## config.mk

```make
export PLATFORM = sky130hd
export DESIGN_NAME = tpu_tile_sequencer_flat
export DESIGN_NICKNAME = d
export VERILOG_FILES = /design/src/rtl/tpu_tile_sequencer_if.sv /design/src/rtl/tpu_tile_sequencer.sv /design/src/flat_wrapper.sv
export SDC_FILE = /design/constraint.sdc
export NUM_CORES = 1
export LEC_CHECK = 0
export ABC_AREA = 0
export CELL_PAD_IN_SITES_DETAIL_PLACEMENT = 0
export CELL_PAD_IN_SITES_GLOBAL_PLACEMENT = 2
export CORE_MARGIN = 2
export CORE_UTILIZATION = 36
export CTS_CLUSTER_DIAMETER = 80
export DETAILED_ROUTE_END_ITERATION = 6
export PLACE_DENSITY = 0.9
export SLEW_MARGIN = 20
export SYNTH_ARGS = -nofsm -noshare
export SYNTH_HDL_FRONTEND = slang
export SYNTH_SLANG_ARGS = --single-unit
```

## constraint.sdc

```tcl
create_clock -name clk -period 4.25 [get_ports clk]
set_clock_uncertainty 0.05 [all_clocks]
set_input_delay 0.85 -clock clk [delete_from_list [all_inputs] [get_ports clk]]
set_output_delay 0.85 -clock clk [all_outputs]
set_load 0.05 [all_outputs]
```

## src/rtl/tpu_tile_sequencer_if.sv

```systemverilog
`default_nettype none
// ============================================================================
// Module   : tpu_tile_sequencer_if
// Brief    : Control/bus bundle between the tile sequencer and the TPU
//            datapath (config, Weight FIFO, UB read port, Results SRAM port).
// Revision : 1.0 - initial release
// ============================================================================
interface tpu_tile_sequencer_if #(
  parameter int ADDRESSSIZE = 10,
  parameter int ROW_BW      = 10,
  parameter int TILE_BW     = 4
) ();
  logic                   start;
  logic [ADDRESSSIZE-1:0] cfg_ub_base;
  logic [ADDRESSSIZE-1:0] cfg_res_base;
  logic [ROW_BW-1:0]      cfg_num_rows;
  logic [TILE_BW-1:0]     cfg_num_tiles;
  logic                   fifo_empty;
  logic                   fifo_rd_en;
  logic                   we_rl;
  logic                   ub_rd_en;
  logic [ADDRESSSIZE-1:0] ub_addr;
  logic                   res_we;
  logic [ADDRESSSIZE-1:0] res_addr;
  logic                   busy;
  logic                   done;
  logic [TILE_BW-1:0]     tile_idx;

  // Sequencer side: consumes config and FIFO status, drives all strobes.
  modport master (
    input  start, cfg_ub_base, cfg_res_base, cfg_num_rows, cfg_num_tiles,
           fifo_empty,
    output fifo_rd_en, we_rl, ub_rd_en, ub_addr, res_we, res_addr,
           busy, done, tile_idx
  );

  // Datapath/host side.
  modport slave (
    output start, cfg_ub_base, cfg_res_base, cfg_num_rows, cfg_num_tiles,
           fifo_empty,
    input  fifo_rd_en, we_rl, ub_rd_en, ub_addr, res_we, res_addr,
           busy, done, tile_idx
  );
endinterface
`default_nettype wire

```

## src/rtl/tpu_tile_sequencer.sv

```systemverilog
`default_nettype none
// ============================================================================
// Module   : tpu_tile_sequencer
// Brief    : Tile sequencer for the TPU datapath. Per tile: pop one weight
//            set, pulse weight reload, stream activation rows from the UB and
//            write each result row to the Results SRAM after the fixed
//            UB + array latency.
// Revision : 1.0 - initial release
// ============================================================================
module tpu_tile_sequencer #(
  parameter int ADDRESSSIZE = 10,
  parameter int MATRIX_SIZE = 8,
  parameter int UB_RD_LAT   = 1,
  parameter int ARRAY_LAT   = 2 * MATRIX_SIZE,
  parameter int ROW_BW      = 10,
  parameter int TILE_BW     = 4
) (
  input logic                 clk,
  input logic                 rstn,
  tpu_tile_sequencer_if.master bus
);

  // Cycles from an issued UB read to its result row being written.
  localparam int DEPTH = UB_RD_LAT + ARRAY_LAT;

  localparam logic [ADDRESSSIZE-1:0] ADDR_ONE = ADDRESSSIZE'(1);
  localparam logic [ROW_BW-1:0]      ROW_ONE  = ROW_BW'(1);
  localparam logic [TILE_BW-1:0]     TILE_ONE = TILE_BW'(1);

  typedef enum logic [2:0] {
    S_IDLE   = 3'd0,
    S_LOAD_W = 3'd1,
    S_WLOAD  = 3'd2,
    S_STREAM = 3'd3,
    S_DRAIN  = 3'd4,
    S_DONE   = 3'd5
  } state_t;

  state_t                 state;
  logic [ADDRESSSIZE-1:0] ub_base;
  logic [ROW_BW-1:0]      rows_cfg;
  logic [TILE_BW-1:0]     tiles_cfg;
  logic [ROW_BW-1:0]      row_cnt;
  logic [DEPTH-1:0]       valid_pipe;

  logic [DEPTH-1:0]       pipe_next;
  logic [TILE_BW-1:0]     tile_next;
  logic                   last_row;
  logic                   cfg_zero;

  // Each registered UB read strobe enters the pipe; the top bit is the write.
  assign pipe_next  = DEPTH'({valid_pipe, bus.ub_rd_en});
  assign bus.res_we = valid_pipe[DEPTH-1];
  assign tile_next  = bus.tile_idx + TILE_ONE;
  assign last_row   = (row_cnt + ROW_ONE) == rows_cfg;
  assign cfg_zero   = (bus.cfg_num_rows == '0) || (bus.cfg_num_tiles == '0);

  // Sequencer FSM with registered strobes, result pipe and result address.
  always_ff @(posedge clk or negedge rstn) begin
    if (!rstn) begin
      state          <= S_IDLE;
      ub_base        <= '0;
      rows_cfg       <= '0;
      tiles_cfg      <= '0;
      row_cnt        <= '0;
      valid_pipe     <= '0;
      bus.fifo_rd_en <= 1'b0;
      bus.we_rl      <= 1'b0;
      bus.ub_rd_en   <= 1'b0;
      bus.ub_addr    <= '0;
      bus.res_addr   <= '0;
      bus.busy       <= 1'b0;
      bus.done       <= 1'b0;
      bus.tile_idx   <= '0;
    end else begin
      bus.fifo_rd_en <= 1'b0;
      bus.we_rl      <= 1'b0;
      bus.ub_rd_en   <= 1'b0;
      bus.done       <= 1'b0;
      valid_pipe     <= pipe_next;
      // Result address runs contiguously across tiles.
      if (bus.res_we) begin
        bus.res_addr <= bus.res_addr + ADDR_ONE;
      end

      unique case (state)
        S_IDLE: begin
          // busy falls one cycle after done, so a start coincident with
          // the done pulse is still ignored.
          bus.busy <= 1'b0;
          if (bus.start && !bus.busy) begin
            ub_base      <= bus.cfg_ub_base;
            rows_cfg     <= bus.cfg_num_rows;
            tiles_cfg    <= bus.cfg_num_tiles;
            bus.ub_addr  <= bus.cfg_ub_base;
            bus.res_addr <= bus.cfg_res_base;
            bus.tile_idx <= '0;
            bus.busy     <= 1'b1;
            // An empty run passes through DRAIN (pipe already empty) so its
            // done pulse has the same two-cycle start-to-done latency as
            // the end of a real run.
            state        <= cfg_zero ? S_DRAIN : S_LOAD_W;
          end
        end

        S_LOAD_W: begin
          if (!bus.fifo_empty) begin
            bus.fifo_rd_en <= 1'b1;
            state          <= S_WLOAD;
          end
        end

        S_WLOAD: begin
          bus.we_rl   <= 1'b1;
          row_cnt     <= '0;
          bus.ub_addr <= ub_base;
          state       <= S_STREAM;
        end

        S_STREAM: begin
          bus.ub_rd_en <= 1'b1;
          row_cnt      <= row_cnt + ROW_ONE;
          // The first read uses the base loaded in WLOAD.
          if (row_cnt != '0) begin
            bus.ub_addr <= bus.ub_addr + ADDR_ONE;
          end
          if (last_row) begin
            state <= S_DRAIN;
          end
        end

        S_DRAIN: begin
          // Leave once the pipe will be empty after this edge.
          if (pipe_next == '0) begin
            if ((rows_cfg != '0) && (tile_next < tiles_cfg)) begin
              bus.tile_idx <= tile_next;
              state        <= S_LOAD_W;
            end else begin
              state <= S_DONE;
            end
          end
        end

        S_DONE: begin
          bus.done <= 1'b1;
          state    <= S_IDLE;
        end

        default: begin
          state <= S_IDLE;
        end
      endcase
    end
  end

endmodule
`default_nettype wire

```

## src/flat_wrapper.sv

```systemverilog
// flat-port wrapper written by rule: the top's interface ports become plain ports
module tpu_tile_sequencer_flat 
#(
  parameter int ADDRESSSIZE = 10,
  parameter int MATRIX_SIZE = 8,
  parameter int UB_RD_LAT   = 1,
  parameter int ARRAY_LAT   = 2 * MATRIX_SIZE,
  parameter int ROW_BW      = 10,
  parameter int TILE_BW     = 4
)
  (clk, rstn, bus_start, bus_cfg_ub_base, bus_cfg_res_base, bus_cfg_num_rows, bus_cfg_num_tiles, bus_fifo_empty, bus_fifo_rd_en, bus_we_rl, bus_ub_rd_en, bus_ub_addr, bus_res_we, bus_res_addr, bus_busy, bus_done, bus_tile_idx);
  tpu_tile_sequencer_if #(.ADDRESSSIZE(ADDRESSSIZE), .ROW_BW(ROW_BW), .TILE_BW(TILE_BW)) bus_i ();
  input logic clk;
  input logic rstn;
  input wire logic [$bits(bus_i.start)-1:0] bus_start;
  input wire logic [$bits(bus_i.cfg_ub_base)-1:0] bus_cfg_ub_base;
  input wire logic [$bits(bus_i.cfg_res_base)-1:0] bus_cfg_res_base;
  input wire logic [$bits(bus_i.cfg_num_rows)-1:0] bus_cfg_num_rows;
  input wire logic [$bits(bus_i.cfg_num_tiles)-1:0] bus_cfg_num_tiles;
  input wire logic [$bits(bus_i.fifo_empty)-1:0] bus_fifo_empty;
  output wire logic [$bits(bus_i.fifo_rd_en)-1:0] bus_fifo_rd_en;
  output wire logic [$bits(bus_i.we_rl)-1:0] bus_we_rl;
  output wire logic [$bits(bus_i.ub_rd_en)-1:0] bus_ub_rd_en;
  output wire logic [$bits(bus_i.ub_addr)-1:0] bus_ub_addr;
  output wire logic [$bits(bus_i.res_we)-1:0] bus_res_we;
  output wire logic [$bits(bus_i.res_addr)-1:0] bus_res_addr;
  output wire logic [$bits(bus_i.busy)-1:0] bus_busy;
  output wire logic [$bits(bus_i.done)-1:0] bus_done;
  output wire logic [$bits(bus_i.tile_idx)-1:0] bus_tile_idx;
  assign bus_i.start = bus_start;
  assign bus_i.cfg_ub_base = bus_cfg_ub_base;
  assign bus_i.cfg_res_base = bus_cfg_res_base;
  assign bus_i.cfg_num_rows = bus_cfg_num_rows;
  assign bus_i.cfg_num_tiles = bus_cfg_num_tiles;
  assign bus_i.fifo_empty = bus_fifo_empty;
  assign bus_fifo_rd_en = bus_i.fifo_rd_en;
  assign bus_we_rl = bus_i.we_rl;
  assign bus_ub_rd_en = bus_i.ub_rd_en;
  assign bus_ub_addr = bus_i.ub_addr;
  assign bus_res_we = bus_i.res_we;
  assign bus_res_addr = bus_i.res_addr;
  assign bus_busy = bus_i.busy;
  assign bus_done = bus_i.done;
  assign bus_tile_idx = bus_i.tile_idx;
  tpu_tile_sequencer #(.ADDRESSSIZE(ADDRESSSIZE), .MATRIX_SIZE(MATRIX_SIZE), .UB_RD_LAT(UB_RD_LAT), .ARRAY_LAT(ARRAY_LAT), .ROW_BW(ROW_BW), .TILE_BW(TILE_BW)) u_core (.clk(clk), .rstn(rstn), .bus(bus_i));
endmodule
```

Yosys cells after proc, flatten, opt, wreduce, memory -nomap -nowiden
Cells that the tools add are included.
Widths: inputs -> output; s select.

storage, ports and cells
  output and inout bits = 30
  register bits = 83
  word-level logic and storage cells = 72
  input port bits = 38

cells by class
  reductions and logical operators = 17
  $lt $le $gt $ge = 1
  multiplexer cells = 24
  $add $sub $neg = 4
  eq/ne operators = 12

operators with widths
  operator               count
  $mux 10                5
  $add 10x1->10 const B  3
  $pmux 10 s3            1
  $pmux 10 s2            1
  $reduce_bool 10->1     2
  $mux 3                 6
  $logic_not 17->1       1
  $pmux 3 s5             1
  $mux 4                 3
  $eq 10x10->1           1
  $logic_not 10->1       1
  $ne 2x1->1 const B     5
  $pmux 4 s2             1
  $reduce_and 4->1       2
  $eq 3x2->1 const B     2
  $eq 3x3->1 const B     2
  $mux 1                 6
  $add 4x1->4 const B    1
  $logic_not 4->1        1
  $lt 4x4->1             1
  $reduce_bool 2->1      2
  $eq 3x1->1 const B     1
  $logic_not 3->1        1
  $reduce_and 3->1       1
  other kinds (6)        7

Longest topological paths before layout
Gate-level depths: netlist (run 1).

  word-level depth = 6
  mapped depth = 9
  mapped depth without buffers = 9

Worst setup path after synthesis (run 1)
No wires, ideal clock.

  path kind = register to register
  start = register u_core.bus.tile_idx[0] (netlist bit)
  end = register u_core.bus.tile_idx[0] (netlist bit)
  arrival = 2.441 ns
  cell stages (with the launch flop) = 9
  required time = 4.073 ns
  clock period less this slack = 2.618 ns
  library setup time = 0.127 ns
  buffers on the path = 0
  path slack = 1.632 ns
  path through = dfrtp_1 > ha_1 > xor2_1 > ha_1 > o21a_1 > a211oi_1 > o21ai_0 > nor4_4 > mux2_1

between the ends
  word-level cells in the longest chain between the ends = 5
  elaborated cells between the ends (all ways) = 8
  those cells by class = 1 x add/sub; 1 x order compare; 1 x eq/ne; 3 x mux; 2 x reduce/logical

RTL lines
  item                               line                         RTL
  start, declared                    tpu_tile_sequencer_if.sv:34  busy, done, tile_idx
  start signal, assigned             tpu_tile_sequencer.sv:136    bus.tile_idx <= tile_next;
  $add 4x1->4 (*)                    tpu_tile_sequencer.sv:54     assign tile_next = bus.tile_idx + TILE_ONE;
  $lt 4x4->1                         tpu_tile_sequencer.sv:135    if ((rows_cfg != '0) && (tile_next < tiles_cfg)) begin
  $logic_and 1x1->1                  tpu_tile_sequencer.sv:135
  $ne 2x1->1 (no source line)        -
  $reduce_and 4->1 (no source line)  -

Mark *: on every way between the ends. The rest lies on a longest branch, timed or not. The select of a mux whose other input is x is not followed.
A chain may end at the register's enable or synchronous reset.

Worst setup path after layout (run 1)
Same ends and word-level chain as after synthesis.

==> impl_metrics.ini, run 1 <==
[logic_synthesis]
synthCells = 418
avgSynthCellArea_sq_um = 9.99
ys_types = 53
syn_area_sq_um = 4170
ys_ff_latch = 83
yosysSeqAreaShare_pct = 49.8
yosys_warnings = 0
synth_nets = 464

[placement]
dp_slack_ns = 1.31
gp_congestion = 0.831
io_buffers = 67
placedCellCount = 608
place_area_sq_um = 4940
dp_hpwl_mm = 6.73

[cells_and_area]
postLayoutCellArea_sq_um = 5300
final_cells = 624
drive_gt1_share_pct = 10.8
fin_nets = 522
num_antenna_cells = 0
fillers = 1091
syn2layout_area_growth_pct = 27.0

[route]
antenna_left = 0
drt_pass1_iterations = 4
drt_iter0_drc = 233
vias = 3345
routedWlPerCell_um = 15.9
wirelength_mm = 9.90
vias_per_cell = 5.36
drc = 0

[global_routing]
first_global_vias = 3283
grt_usage_pct = 16.5
grt_remaining_overflow = 0
grt_pass1_wl_mm = 16.7
antenna_found_initial = 0
grt_max_degree = 84

[clock_tree]
hold_buffers = 0
cts.path.max_buffers = 2
cts.sinks = 83
post_cts_buffers = 0
numCtsBuffers = 9
post_cts_resized = 0
cts.clk_slew.worst_paths_ns = 0.06
cts_tree = built
htree_num_levels = 3
cts-root-buf = clkbuf_16
clkLatencyLatePin_ns = 0.34

[floorplan]
die_x_um = 112
initial_core_util_pct = 36.7
die_area_sq_um = 12500
coreArea_sq_um = 11400
io_pins = 68
row_count = 39
die_height_um = 112

[run_status]
status = finished, final reports clean

[power_and_ir_drop]
p_leak_nw = 2.20
powerDensity_nw_per_um2 = 807
ir_drop_mv = 0.453

[worst_hold_path]
hold_depth = 0
hold_class = reg -> reg

[setup_path]
worstPathMaxFanout = 6
cp.required_ns = 4.42
cp.arrival_ns = 2.79
critPathKind = reg -> reg
endpoint_kind = register
start_kind = register
rr_worst_depth = 8

[sta]
fin_crit_ns = 2.62
final-hold-violation-count = 0
slew_headroom_pct = 35.2
max_freq_mhz = 381
period_share_pct = 61.7
tightest_slew_ns = 0.971
setup_viol_count_final = 0
rsz0062_at_grt = no
fin_tns_setup_ns = 0
drv_slew = 0
setup_ws_ns = 1.63

[flow_run]
cap_violations = 0
[worst max-delay path: stages, from the launching register on]
cell,delay (ns)
dfrtp_1,0.45
ha_1,0.24
xor2_1,0.19
ha_1,0.27
o21a_1,0.10
a211oi_1,0.23
o21ai_0,0.22
nor4_4,0.38
mux2_1,0.37
[worst paths after layout]
| kind | endpoint | slack [ns] | from |
|---|---|---|---|
| setup / recovery | u_core.bus.tile_idx[0]$_DFFE_PN0P_ | 1.63 | u_core.bus.tile_idx[0]$_DFFE_PN0P_ |
| hold / removal | u_core.valid_pipe[14]$_DFF_PN0_ | 0.33 | u_core.valid_pipe[13]$_DFF_PN0_ |
| setup reg to reg | u_core.bus.tile_idx[0]$_DFFE_PN0P_ | 1.63 | u_core.bus.tile_idx[0]$_DFFE_PN0P_ |
| hold reg to reg | u_core.valid_pipe[14]$_DFF_PN0_ | 0.33 | u_core.valid_pipe[13]$_DFF_PN0_ |
| max in group asynchronous | u_core.ub_base[7]$_DFFE_PN0P_ | 3.13 | rstn |
| min in group asynchronous | u_core.bus.res_addr[4]$_DFF_PN0_ | 0.50 | rstn |
[placed cells by master, fill, tap and decap left out, types with 4 or more instances in the layout]
cell	n
a211oi_1	5
a21oi_1	31
and3_1	5
clkbuf_16	9
clkdlybuf4s50_1	66
dfrtp_1	83
ha_1	8
inv_1	15
mux2_2	24
mux2i_1	8
nand2_1	30
nand2b_1	4
nand3_1	13
nand4_1	6
nor2_1	42
nor2b_1	4
nor3_1	10
nor4_1	12
o21ai_0	32
xnor2_1	14
xor2_1	9
[cell families (layout without fill, tap and decap cells)]
logic type / count (synthesis) / after routing / share of synthesized area [%]
AND/OR/NAND/NOR: 143 / 143 / 17.6
multiplexers: 33 / 33 / 8.66
flip-flops: 83 / 83 / 49.8
buffers and inverters: 38 / 101 / 4.02
adder cells (fa/ha/maj): 8 / 8 / 2.40
XOR/XNOR: 23 / 23 / 4.83
AO/OA/AOI/OAI: 90 / 90 / 12.7
[per-layer routing]
layer	vias up	GRT usage [%]	part of all wire, %
met2	77	24.8	45
met5	-	0	0
met3	12	3.43	4.3
met1	1654	23.8	49
met4	0	5.68	1.4
li1	1602	-	-
[Yosys cell counts, drive strengths merged]
library cell  number  area share, %
a2111oi            1           0.21
a211oi             5           0.90
a21o               3           0.54
a21oi             31            3.7
a221oi             1           0.21
a22o               2           0.42
a311oi             1           0.21
a31oi              3           0.45
and2               1           0.15
and3               5           0.75
and4               1           0.24
buf               11            1.6
clkbuf            12            1.1
dfrtp             83             50
ha                 8            2.4
inv               15            1.3
mux2              25            6.7
mux2i              8            1.9
nand2             30            2.7
nand2b             4           0.60
nand3             15            1.9
nand3b             3           0.54
nand4              7            1.2
nand4b             1           0.21
nor2              42            3.8
nor2b              4           0.60
nor3              10            1.2
nor3b              2           0.36
nor4              14            2.6
nor4b              1           0.21
nor4bb             1           0.24
o211ai             2           0.48
o21a               1           0.18
o21ai             33            4.0
o21bai             1           0.18
o22ai              1           0.15
o2bb2ai            1           0.21
o311a              1           0.24
o31ai              2           0.36
o32ai              1           0.21
or3                1           0.15
or4                1           0.18
xnor2             14            2.9
xor2               9            1.9
[stage by stage]
stage / total power [W] / hold slack [ns] / util (%)
2_1_floorplan: 0.00279 / 0.296 / -
3_3_place_gp: 0.00331 / 0.300 / 43.4
3_5_place_dp: 0.00336 / 0.308 / 43.4
4_1_cts: 0.00431 / 0.323 / 46.6
5_1_grt: 0.00457 / 0.330 / 46.6
6_report: 0.00428 / 0.326 / 46.6
[layout make-up]
type | instances | area (sq um) | share of cell area, %
clock buffer | 9 | 225 | 4.25
clock inverter | 7 | 135 | 2.55
multi-input combinational | 297 | 1930 | 36.5
sequential | 83 | 2080 | 39.2
tap | 143 | 179 | 3.38
inverter | 15 | 56.3 | 1.06
timing repair buffer | 70 | 694 | 13.1
[report_power, final]
part,switching [W],internal (W)
Combinational,0.00112,0.000739
Sequential,0.000362,0.00112
Clock,0.000345,0.000587
[state kept, by name (all words and copies together) (netlist names)]
signal and flops:
u_core.bus.busy 1, u_core.bus.done 1, u_core.bus.fifo_rd_en 1, u_core.bus.res_addr 10, u_core.bus.tile_idx 4, u_core.bus.ub_addr 10, u_core.bus.ub_rd_en 1, u_core.bus.we_rl 1
u_core.row_cnt 10, u_core.rows_cfg 10, u_core.state 3, u_core.tiles_cfg 4, u_core.ub_base 10, u_core.valid_pipe 17
No activity file was read; power rests on OpenSTA's default activity.
==> run 2: changes to the inputs <==
- CORE_UTILIZATION: 36 -> 30
- PLACE_DENSITY: 0.9 -> 0.81
- clock period: 4.25 -> 2.2 ns (I/O delays scaled with it)
==> impl_metrics.ini, run 2 (synthesis gave the netlist of run 1 again) <==
[run_status]
status = finished, final reports clean

[floorplan]
die_height_um = 122
initial_core_util_pct = 30.4
io_pins = 68
coreArea_sq_um = 13700
die_x_um = 122
die_area_sq_um = 14900
row_count = 43

[route]
drt_pass1_iterations = 4
drc = 0
vias = 3426
routedWlPerCell_um = 15.5
drt_iter0_drc = 185
vias_per_cell = 4.94
wirelength_mm = 10.7
antenna_left = 0

[global_routing]
grtUsageMet1_pct = 19.8
grt-busiest-layer = met2
antenna_found_initial = 0
grt_remaining_overflow = 0
grt_pass1_wl_mm = 17.7
grt_max_degree = 40
first_global_vias = 3521
met3_usage_pct = 3.37
grt_usage_pct = 15.4
gr-usage-met2_pct = 25.1

[sta]
fin_crit_ns = 2.16
period_share_pct = 98.2
max_freq_mhz = 463
drv_slew = 0
slew_headroom_pct = 65.7
rsz0062_at_grt = yes
setup_ws_ns = 0.0387
final-hold-violation-count = 0
setup_viol_count_final = 0
tightest_slew_ns = 0.513

[cells_and_area]
syn2layout_area_growth_pct = 35.6
largest_register = u_core.valid_pipe
layout_commonest_cell = dfrtp_1
largest_reg_flops = 17
num_antenna_cells = 0
layout_common_cells = dfrtp_1 (78), clkdlybuf4s50_1 (62), nor2_1 (42)
final_util_pct = 41.2
fin_nets = 555
drive_gt1_share_pct = 19.5

[power_and_ir_drop]
p_leak_nw = 2.40
p_sw_share_pct = 42.7
netSwitchingPower_w = 0.00362
combPwrFrac_pct = 48.2
seq_power_share_pct = 33.7
p_int_w = 0.00485
ir_drop_mv = 0.648
clkPwrFrac_pct = 18.1
powerDensity_nw_per_um2 = 1500

[clock_tree]
hold_buffers = 0
cts-root-buf = clkbuf_16
numCtsBuffers = 9
htree_num_levels = 3
cts.clk_slew.worst_paths_ns = 0.07
cts_tree = built
cts.sinks = 83
clkLatencyLatePin_ns = 0.35
cts.path.max_buffers = 2

[placement]
dp_slack_ns = -0.0572
dp_hpwl_mm = 7.62
io_buffers = 67
gp_congestion = 0.801

[setup_path]
path_buf_inv = 2
cpPeakStageDelay_ns = 0.44
critPathKind = reg -> reg
cp.arrival_ns = 2.31
critPathTopFamily = compound AO/OA/AOI/OAI gates
cp.required_ns = 2.35
worstPathMaxFanout = 3
cpMaxStageDelayCell = dfrtp_1
endpoint_kind = register
start_kind = register
path_cells = inv_2 > ha_4 > xor2_1 > a2111oi_2 > o211ai_1 > nor4_2 > buf_4 > a311oi_1

[flow_run]
cap_violations = 0

[worst_hold_path]
hold_class = in -> async
==> run 2: cell types whose count changed in the layout (fill, tap and decap cells not counted), sizes merged <==
cell / delta
buf: +33
clkdlybuf4s50: -4
dlymetal6s2s: +4
bufinv: -2
clkbuf: +2
clkinvlp: +1
inv: -1
==> run 2: worst paths after layout <==
kind | start | endpoint | slack [ns] | cells past startpoint
min in group clk | u_core.valid_pipe[14]$_DFF_PN0_ | u_core.valid_pipe[15]$_DFF_PN0_ | 0.32 | 0
max in group asynchronous | rstn | u_core.valid_pipe[4]$_DFF_PN0_ | 1.48 | 2
hold / removal | rstn | u_core.bus.res_addr[2]$_DFF_PN0_ | 0.01 | 1
hold reg to reg | u_core.valid_pipe[14]$_DFF_PN0_ | u_core.valid_pipe[15]$_DFF_PN0_ | 0.32 | 0
setup / recovery | u_core.row_cnt[1]$_DFFE_PN0N_ | u_core.state[1]$_DFFE_PN0P_ | 0.04 | 8
setup reg to reg | u_core.row_cnt[1]$_DFFE_PN0N_ | u_core.state[1]$_DFFE_PN0P_ | 0.04 | 8
==> run 2: metal layers <==
layer	wire length, um	vias up
li1	-	1674
met1	4920	1654
met2	5040	84
met3	560	14
met4	204	0
met5	0	-
==> run 2: cell type report <==
cell class              instances  area [sq um]
multi-input cells             297          2000
well taps                     180           225
inverters                      15          56.3
clock inverters                 5          60.1
fillers                      1356          8060
clock buffers                  11           243
flip-flops and latches         83          2080
repair buffers                103           986
==> run 2: stage by stage <==
stage	hold slack [ns]	total power (W)	area [sq um]	std cells	TNS, ns
after global routing	0.0483	0.00908	5660	694	-0.101
after CTS	0.0185	0.00851	5600	693	0
final	0.0130	0.00847	5660	694	0
after floorplan	0.0944	0.00542	4200	418	-0.439
after global placement	0.301	0.00680	5280	676	-0.0448
after detailed placement	0.303	0.00687	5280	676	-0.138
==> run 2: power groups by stage <==
stage               clock (W)  sequential [W]  combinational [W]
global route          0.00165         0.00297            0.00446
detailed placement          0         0.00287            0.00400
finish                0.00153         0.00286            0.00408
global placement            0         0.00285            0.00395
floorplan                   0         0.00343            0.00199
CTS                   0.00160         0.00285            0.00406
==> run 2: repair_timing <==
item | 4_1_cts | 5_1_grt
endpoints found under the hold margin | 0 | 0
endpoints found under the setup margin | 5 | 8
gates resized for setup | 4 | 12
pin swaps | 1 | 2
buffers inserted | 1 | 1
